==> src/rtl/deserializador_pcie_pkg.sv <==
// Shared definitions for the PCIe-style lane deserializer: comma value,
// FSM state encoding and the comma compare helper.
package deserializador_pcie_pkg;

  localparam logic [7:0] COM_SYMBOL_DEF = 8'hBC;

  typedef enum logic [1:0] {
    SEARCH = 2'd0,
    CHECK  = 2'd1,
    LOCKED = 2'd2
  } state_e;

  function automatic logic is_com(input logic [7:0] i_byte, input logic [7:0] i_com);
    return (i_byte == i_com);
  endfunction

endpackage

==> src/rtl/comma_detector.sv <==
// Serial-in shift register with a look-ahead comma compare. o_sr_n is the
// window the register will hold after the current bit is taken, so the FSM
// can act on a completed byte on the same edge that samples its last bit.
module comma_detector
  import deserializador_pcie_pkg::*;
#(
  parameter logic [7:0] COM_SYMBOL = COM_SYMBOL_DEF
) (
  input  logic       i_clk,
  input  logic       i_rst_n,
  input  logic       i_valid,
  input  logic       i_data,
  output logic [7:0] o_sr_n,
  output logic       o_match
);

  logic [7:0] r_sr;
  logic [7:0] w_sr_n;

  assign w_sr_n  = {r_sr[6:0], i_data};
  assign o_sr_n  = w_sr_n;
  assign o_match = is_com(w_sr_n, COM_SYMBOL);

  // Shift in one bit per qualified clock; hold when the lane is idle.
  always_ff @(posedge i_clk or negedge i_rst_n) begin
    if (!i_rst_n) begin
      r_sr <= 8'h00;
    end else if (i_valid) begin
      r_sr <= w_sr_n;
    end
  end

endmodule

==> src/rtl/deserializador_pcie.sv <==
// Serial-to-parallel lane receiver: aligns on the comma symbol, then emits
// one byte with a single-cycle strobe every 8 qualified bits.
//
// state  | meaning
// SEARCH | sliding bit-by-bit comma hunt, no byte alignment yet
// CHECK  | comma seen, confirming further byte-spaced commas
// LOCKED | aligned; every 8th qualified bit produces a byte strobe
module deserializador_pcie
  import deserializador_pcie_pkg::*;
#(
  parameter logic [7:0] COM_SYMBOL = COM_SYMBOL_DEF,
  parameter int         LOCK_COUNT = 1
) (
  input  logic       CLK,
  input  logic       RESET,
  input  logic       data_in,
  input  logic       valid_in,
  output logic [7:0] data_out,
  output logic       valid_out,
  output logic       k_out,
  output logic       sync
);

  localparam logic [3:0] LC = 4'(LOCK_COUNT);

  state_e     r_state;
  state_e     w_state_nxt;
  logic [2:0] r_bit_cnt;
  logic [2:0] w_bit_cnt_nxt;
  logic [3:0] r_com_cnt;
  logic [3:0] w_com_cnt_nxt;
  logic       w_emit;
  logic [7:0] w_sr_n;
  logic       w_match;
  logic [7:0] r_data;
  logic       r_valid;
  logic       r_k;

  comma_detector #(
    .COM_SYMBOL (COM_SYMBOL)
  ) u_comma_detector (
    .i_clk   (CLK),
    .i_rst_n (RESET),
    .i_valid (valid_in),
    .i_data  (data_in),
    .o_sr_n  (w_sr_n),
    .o_match (w_match)
  );

  // State and counter registers.
  always_ff @(posedge CLK or negedge RESET) begin
    if (!RESET) begin
      r_state   <= SEARCH;
      r_bit_cnt <= 3'd0;
      r_com_cnt <= 4'd0;
    end else begin
      r_state   <= w_state_nxt;
      r_bit_cnt <= w_bit_cnt_nxt;
      r_com_cnt <= w_com_cnt_nxt;
    end
  end

  // Next-state, counter update and byte-emit decision.
  always_comb begin
    w_state_nxt   = r_state;
    w_bit_cnt_nxt = r_bit_cnt;
    w_com_cnt_nxt = r_com_cnt;
    w_emit        = 1'b0;
    case (r_state)
      SEARCH: begin
        if (valid_in && w_match) begin
          w_com_cnt_nxt = 4'd1;
          w_bit_cnt_nxt = 3'd0;
          if (LOCK_COUNT == 1) begin
            w_state_nxt = LOCKED;
            w_emit      = 1'b1;
          end else begin
            w_state_nxt = CHECK;
          end
        end
      end
      CHECK: begin
        if (!valid_in) begin
          w_state_nxt   = SEARCH;
          w_bit_cnt_nxt = 3'd0;
          w_com_cnt_nxt = 4'd0;
        end else begin
          w_bit_cnt_nxt = r_bit_cnt + 3'd1;
          if (r_bit_cnt == 3'd7) begin
            if (w_match) begin
              if ((r_com_cnt + 4'd1) == LC) begin
                w_state_nxt = LOCKED;
                w_emit      = 1'b1;
              end else begin
                w_com_cnt_nxt = r_com_cnt + 4'd1;
              end
            end else begin
              // Misaligned byte: resume the sliding hunt from the next bit.
              w_state_nxt   = SEARCH;
              w_com_cnt_nxt = 4'd0;
            end
          end
        end
      end
      LOCKED: begin
        if (!valid_in) begin
          w_state_nxt   = SEARCH;
          w_bit_cnt_nxt = 3'd0;
          w_com_cnt_nxt = 4'd0;
        end else begin
          w_bit_cnt_nxt = r_bit_cnt + 3'd1;
          if (r_bit_cnt == 3'd7) begin
            w_emit = 1'b1;
          end
        end
      end
      default: begin
        w_state_nxt   = SEARCH;
        w_bit_cnt_nxt = 3'd0;
        w_com_cnt_nxt = 4'd0;
      end
    endcase
  end

  // Output registers: strobe lasts one cycle, byte and K flag hold between strobes.
  always_ff @(posedge CLK or negedge RESET) begin
    if (!RESET) begin
      r_data  <= 8'h00;
      r_valid <= 1'b0;
      r_k     <= 1'b0;
    end else begin
      r_valid <= w_emit;
      if (w_emit) begin
        r_data <= w_sr_n;
        r_k    <= w_match;
      end
    end
  end

  assign data_out  = r_data;
  assign valid_out = r_valid;
  assign k_out     = r_k;
  assign sync      = (r_state == LOCKED);

endmodule

==> config.mk <==
export PLATFORM = sky130hd
export DESIGN_NAME = deserializador_pcie
export DESIGN_NICKNAME = d
export VERILOG_FILES = /design/src/rtl/deserializador_pcie_pkg.sv /design/src/rtl/comma_detector.sv /design/src/rtl/deserializador_pcie.sv
export SDC_FILE = /design/constraint.sdc
export NUM_CORES = 1
export LEC_CHECK = 0
export ABC_AREA = 1
export CAP_MARGIN = 20
export CORE_MARGIN = 4
export CORE_UTILIZATION = 46
export CTS_CLUSTER_DIAMETER = 150
export DETAILED_ROUTE_END_ITERATION = 7
export PLACE_DENSITY = 0.73
export SETUP_SLACK_MARGIN = 0.4
export SYNTH_ARGS = -nofsm -noshare
export SYNTH_HDL_FRONTEND = slang
export SYNTH_SLANG_ARGS = --single-unit
==> constraint.sdc <==
create_clock -name CLK -period 1.4 [get_ports CLK]
set_input_delay 0.21 -clock CLK [delete_from_list [all_inputs] [get_ports CLK]]
set_output_delay 0.21 -clock CLK [all_outputs]
set_load 0.1 [all_outputs]
==> summary.txt, run 1 <==
Yosys
  • Most numerous cell in the Yosys netlist: nand2_1
  • Yosys top cell by area: dfrtp_1
  • Top cells by area, synth: dfrtp_1 (57%), nand2_1 (11%), nand3_1 (6.5%)
  • EDFF count, synth: 0
  • Average cell area after synthesis: about 9.2 µm²
  • Post-Synthesis Cell Area: 924.6 µm²
  • Top cells by count, synth: nand2_1 (26), dfrtp_1 (21), nand3_1 (12)
  • Async SR Flop Fraction: 100.0%
  • Yosys reg bits: 21
  • Post-synth top flop: dfrtp_1
  • Mapped Nets: 106
  • Yosys warning total: 0
  • Seq/Total Area, Yosys: 56.83%
  • Netlist cell types: 19
  • Post-synth top area share: around 57%
  • Gate Count Post-Synth: 100

Critical path
  • Crit Path Category: reg2reg
  • Critical path data required time: about 1.6 ns
  • Worst-path fanout max: 3
  • Worst EP arrival: 1.55 ns
  • Startpoint Class: register
  • Crit. End Element: register

Route
  • Residual DRC: 0
  • Vias post-DR: 829
  • DRT iter0 DRCs: 26
  • DR WL/cell: between 10 and 15 µm
  • Drt pass-1 iters: 5
  • Met3 wire length: 116 µm
  • Final wirelength: 2246 µm
  • Met2 WL: 1056 µm
  • DRT antenna net count: 0
  • Top Layer Used: met4
  • Met1 wire length: between 1000 and 1500 µm
  • Vias/cell: 5.348

STA
  • RSZ-0062 raised after global routing: yes
  • Final hold vios: 0
  • Pins Over Slew Limit: 0
  • Final worst slack: 0.05518 ns
  • Min Tclk post-route: 1.345 ns
  • Skew final: ~0.0077 ns
  • FMAX: 743.6 MHz
  • Worst slew pin tran: 0.2545 ns
  • Tcrit/Tclk final: 96.06%
  • Slew HR: a little over 80%
  • Final setup viols: 0

Clocking
  • CTS clock-pin slew for the worst setup and hold paths: 0.12 ns
  • CTS tree: yes
  • Sink Count: 21
  • CTS root buffer: clkbuf_4
  • CTS buffer count: 3
  • H-tree levels: 1
  • Latest clock arrival within the worst-skew pair: a little over 0.3 ns
  • Clock Path Buffers: 2

Power and ir drop
  • Pwr/cell area: 1300 nW/µm²
  • VDD IR max: 0.9255 mV
  • Static Leak: 0.6869 nW

Job
  • MaxCap Viol Count: 0

Placement
  • IO buf count: 14
  • DP Wirelength: about 1500 µm
  • Dpl cells: roughly 140
  • Pre-CTS setup slack: -0.06286 ns
  • GP Congestion: 0.7656

Floorplan
  • Core area: 1821 µm²
  • Die width: around 53 µm
  • Initial Utilization: 50.79%
  • Die Ht: 52.84 µm
  • Die Area: 2792 µm²
  • Num rows: 15
  • Ports: 15

Finish
  • Area delta synth->final: 53.86%
  • Ant diodes: 0
  • FF/Latch Area: around 540 µm²
  • Core Util, Final: about 78%
  • Fillcell total: around 110
  • Nets: 137
  • Multi-input gate area: 424.2 µm²
  • Fin cells: 155
  • Share of cells above drive strength 1: 48.46%

Global routing
  • GRT Residual Overflow: 0
  • First-pass GRT wire length: 3691 µm
  • Largest net degree at the start of global routing: 22
  • Vias in the first global route: 787
  • GRT Total Usage: 18.49%
  • Initial antenna violation count: 0

Worst hold path
  • Worst min-delay path class: in2async

Outcome
  • Status: finished, final reports clean
[where the power goes]
part	total (W)	internal, W	switching, W	leakage [nW]
logic	0.000779	0.000285	0.000493	0.412
registers	0.000778	0.000696	0.0000821	0.257
clock network	0.000293	0.000107	0.000187	0.0177
total	0.00185	0.00109	0.000762	0.687
[registers in the layout, summed over array words and instances, names as in the netlist]
register	cells
r_com_cnt	1
data_out	8
u_comma_detector.r_sr	7
r_bit_cnt	3
valid_out	1
k_out	1
[worst max-delay path, stage by stage, from the launching register on]
cell,delay (ns)
dfrtp_1,0.42
ha_2,0.19
ha_4,0.16
buf_4,0.15
o211ai_1,0.23
nand2_1,0.09
[cell families after synthesis]
family / share of synthesized area [%]
simple gates: 30.18
buf+inv: 5.683
flops: 56.83
fa+ha+maj: 2.706
compound gates: 4.601
[per-layer routing]
| layer | vias to the layer above | global-route usage (%) |
|---|---|---|
| met5 | - | 0 |
| met4 | 0 | 8.085 |
| met3 | 7 | 4.274 |
| met2 | 31 | 29.34 |
| met1 | 397 | 23.83 |
| li1 | 394 | - |
[path summary, 6_finish.rpt]
check | depth (start not counted) | to | start | slack [ns]
setup / recovery | 5 | k_out | r_bit_cnt[0] | 0.06
hold / removal | 2 | u_comma_detector.r_sr[3] | RESET | 0.23
setup reg to reg | 5 | k_out | r_bit_cnt[0] | 0.06
hold reg to reg | 2 | r_bit_cnt[1] | r_bit_cnt[1] | 0.54
max in group asynchronous | 2 | data_out[2] | RESET | 0.94
min in group CLK | 3 | r_com_cnt[0] | valid_in | 0.39
[placed cells by master, fill, tap and decap left out, drive strengths merged]
| master | netlist | routed |
|---|---|---|
| nand3 | 13 | 14 |
| dfrtp | 21 | 21 |
| inv | 8 | 8 |
| a21oi | 3 | 3 |
| nand2 | 28 | 28 |
| or2 | 2 | 2 |
| nor2 | 5 | 5 |
| dlygate4sd2 | 0 | 1 |
| o211ai | 1 | 1 |
| clkbuf | 0 | 3 |
| clkdlybuf4s50 | 0 | 2 |
| o21ai | 4 | 4 |
| ha | 2 | 2 |
| nand4 | 9 | 9 |
| clkinv | 0 | 1 |
| buf | 4 | 26 |
[layout make-up]
class / count / area share, %
inverter: 8 / 2.287
timing repair buffer: 29 / 25.68
tap: 25 / 2.199
clock buffer: 3 / 1.583
sequential: 21 / 38.08
clock inverter: 1 / 0.3518
multi-input combinational: 68 / 29.82
[per-stage QoR]
| stage | hold WS, ns | setup TNS [ns] | instance area (µm²) | power, W |
|---|---|---|---|---|
| after global routing | 0.2391 | 0 | 1423 | 0.001935 |
| after floorplan | -0.08559 | 0 | 963.4 | 0.001209 |
| after CTS | 0.2443 | 0 | 1361 | 0.001830 |
| after detailed placement | 0.5106 | -0.4756 | 1272 | 0.001512 |
| after global placement | 0.5036 | -0.2407 | 1272 | 0.001497 |
| final | 0.2298 | 0 | 1423 | 0.001850 |
[repair_timing]
action / in CTS / in global routing
pin swaps: 13 / 12
buffers inserted: 4 / 4
gates resized for setup: 12 / 6
hold endpoints to repair: 0 / 0
endpoints found under the setup margin: 27 / 25
gates cloned: 0 / 1
hold buffers: 0 / 0
(Power assumes the default switching activity.)
==> run 2, diff against run 1 <==
CORE_UTILIZATION = 50   (was 46)
PLACE_DENSITY = 0.75   (was 0.73)
clock period = 1.45 ns   (was 1.4 ns; I/O delays follow)
==> summary.txt, run 2 (synthesis gave the netlist of run 1 again) <==
Placement
  • GP Congestion: 0.7523 (-1.7%)
  • Pre-CTS setup slack: -0.02102 ns (+0.04185 ns)
  • IO buf count: 14 (unchanged)
  • DP Wirelength: 1403 µm (-5.0%)

Floorplan
  • Die width: 51.01 µm (-3.5%)
  • Ports: 15 (unchanged)
  • Die Area: 2602 µm² (-6.8%)
  • Num rows: 15 (unchanged)
  • Initial Utilization: 52.97% (+2.2 points)
  • Core area: 1745 µm² (-4.1%)
  • Die Ht: 51.01 µm (-3.5%)

Global routing
  • Largest net degree at the start of global routing: 24 (+9.1%)
  • GRT Total Usage: 18.75% (+0.27 points)
  • Met3 Use GR: 3.499% (-0.77 points)
  • First-pass GRT wire length: 3581 µm (-3.0%)
  • Vias in the first global route: 807 (+2.5%)
  • Grt met1 use: 22.03% (-1.8 points)
  • Initial antenna violation count: 0 (unchanged)
  • Met2 usage: 31.76% (+2.4 points)
  • Busiest grt layer: met2
  • GRT Residual Overflow: 0 (unchanged)

Clocking
  • H-tree levels: 1 (unchanged)
  • Latest clock arrival within the worst-skew pair: 0.31 ns (about the same)
  • CTS tree: yes
  • Clock Path Buffers: 2 (unchanged)
  • CTS buffer count: 3 (unchanged)
  • CTS root buffer: clkbuf_4
  • CTS clock-pin slew for the worst setup and hold paths: 0.11 ns (about the same)
  • Sink Count: 21 (unchanged)

Route
  • Vias post-DR: 811 (-2.2%)
  • DRT antenna net count: 0 (unchanged)
  • Residual DRC: 0 (unchanged)
  • Drt pass-1 iters: 4 (-1)
  • DRT iter0 DRCs: 18 (-31%)
  • DR WL/cell: 14.38 µm (-0.80%)
  • Final wirelength: 2185 µm (-2.7%)
  • Vias/cell: 5.336 (-0.24%)

Finish
  • Nets: 134 (-2.2%)
  • Most frequent cells in the layout: nand2_1 (19), buf_12 (12), buf_4 (11)
  • Share of cells above drive strength 1: 48.82% (+0.36 points)
  • Most common cell after layout, fill and taps aside: nand2_1
  • Core Util, Final: 81.65% (+3.5 points)
  • Ant diodes: 0 (unchanged)
  • Max FFs per register: 8 (unchanged)
  • Area delta synth->final: 54.13%

Critical path
  • Reg2Reg Depth: 5 (unchanged)
  • Crit. End Element: register
  • Reg2Reg Setup Slack: 0.14 ns (+0.08 ns)
  • Critical path data required time: 1.66 ns (+0.06 ns)
  • Startpoint Class: register
  • Worst EP arrival: 1.52 ns (-0.03 ns)
  • Worst R2R Start: r_bit_cnt[1]
  • Crit Reg-Reg Endpoint: data_out[3]
  • Crit Path Category: reg2reg
  • Worst-path fanout max: 8 (+5)

STA
  • Slew HR: 69.19% (-14 points)
  • Worst slew pin tran: 0.4621 ns (+0.2076 ns)
  • Pins Over Slew Limit: 0 (unchanged)
  • RSZ-0062 raised after global routing: yes
  • Tcrit/Tclk final: 90.44% (-5.6 points)
  • FMAX: 762.5 MHz (+2.5%)
  • Final setup viols: 0 (unchanged)
  • Skew final: 0.001766 ns (-0.005889 ns)
  • Final hold vios: 0 (unchanged)
  • Final worst slack: 0.1386 ns (+0.08342 ns)
  • Min Tclk post-route: 1.311 ns (-0.03342 ns)

Power and ir drop
  • Power Total: 0.001776 W (-4.0%)
  • Static Leak: 0.6739 nW (-1.9%)
  • VDD IR max: 0.8537 mV (-7.8%)
  • Pwr/cell area: 1246 nW/µm² (-4.1%)

Job
  • MaxCap Viol Count: 0 (unchanged)

Worst hold path
  • Worst min-delay path class: in2async

Outcome
  • Status: finished, final reports clean
-- run 2: cell count changes in the layout (fill, tap and decap cells not counted), sizes merged --
cell | previous run | this run
buf | 26 | 23
-- run 2: cell type report --
type | instances | area [µm²]
clock buffers | 3 | 22.52
clock inverters | 1 | 5.005
fillers | 97 | 320.3
inverters | 8 | 32.53
multi-input cells | 68 | 440.4
flip-flops and latches | 21 | 541.8
well taps | 25 | 31.28
repair buffers | 26 | 351.6
-- run 2: per-stage QoR --
step,TNS (ns),instances,instance area [µm²],hold slack (ns)
detailed placement,-0.09425,139,1250,0.5089
floorplan,0,100,963.4,-0.07809
global placement,-0.001226,139,1250,0.4985
global route,0,152,1425,0.2536
CTS,0,147,1380,0.2620
finish,0,152,1425,0.2469
-- run 2: what timing repair did --
action / in CTS / in global routing
pin swaps: 9 / 9
endpoints found under the setup margin: 29 / 25
gates cloned: 1 / 0
hold buffers: 0 / 0
resized for setup: 17 / 3
setup buffers: 3 / 5
-- run 2: critical path, cell delays in order (launching register included) --
cell,delay (ns)
dfrtp_1,0.41
ha_2,0.21
ha_4,0.17
or2_4,0.26
nand4_1,0.10
nand2_1,0.06
-- run 2: power by group --
part / internal (W) / total [W] / switching, W / leakage, nW
registers: 0.000672 / 0.000752 / 0.0000804 / 0.257
logic: 0.000263 / 0.000741 / 0.000478 / 0.399
clock network: 0.000103 / 0.000283 / 0.000180 / 0.0177
total: 0.00104 / 0.00178 / 0.000738 / 0.674
-- run 2: worst max path at each step --
stage / from / endpoint / slack [ns] / cells after the start
2_1_floorplan: r_bit_cnt[1] / data_out[0] / 0.14 / 6
3_3_place_gp: valid_in / data_out[1] / -0.001 / 4
3_5_place_dp: valid_in / data_out[6] / -0.02 / 4
4_1_cts: r_bit_cnt[0] / data_out[4] / 0.13 / 5
5_1_grt: r_bit_cnt[0] / data_out[4] / 0.06 / 5
6_report: r_bit_cnt[1] / data_out[3] / 0.14 / 5
-- run 2: metal layers --
| metal | wire length, µm | vias to the layer above |
|---|---|---|
| met1 | 895 | 392 |
| met2 | 1145 | 23 |
| met4 | 44 | 0 |
| met3 | 99 | 5 |
| li1 | - | 391 |
| met5 | 0 | - |
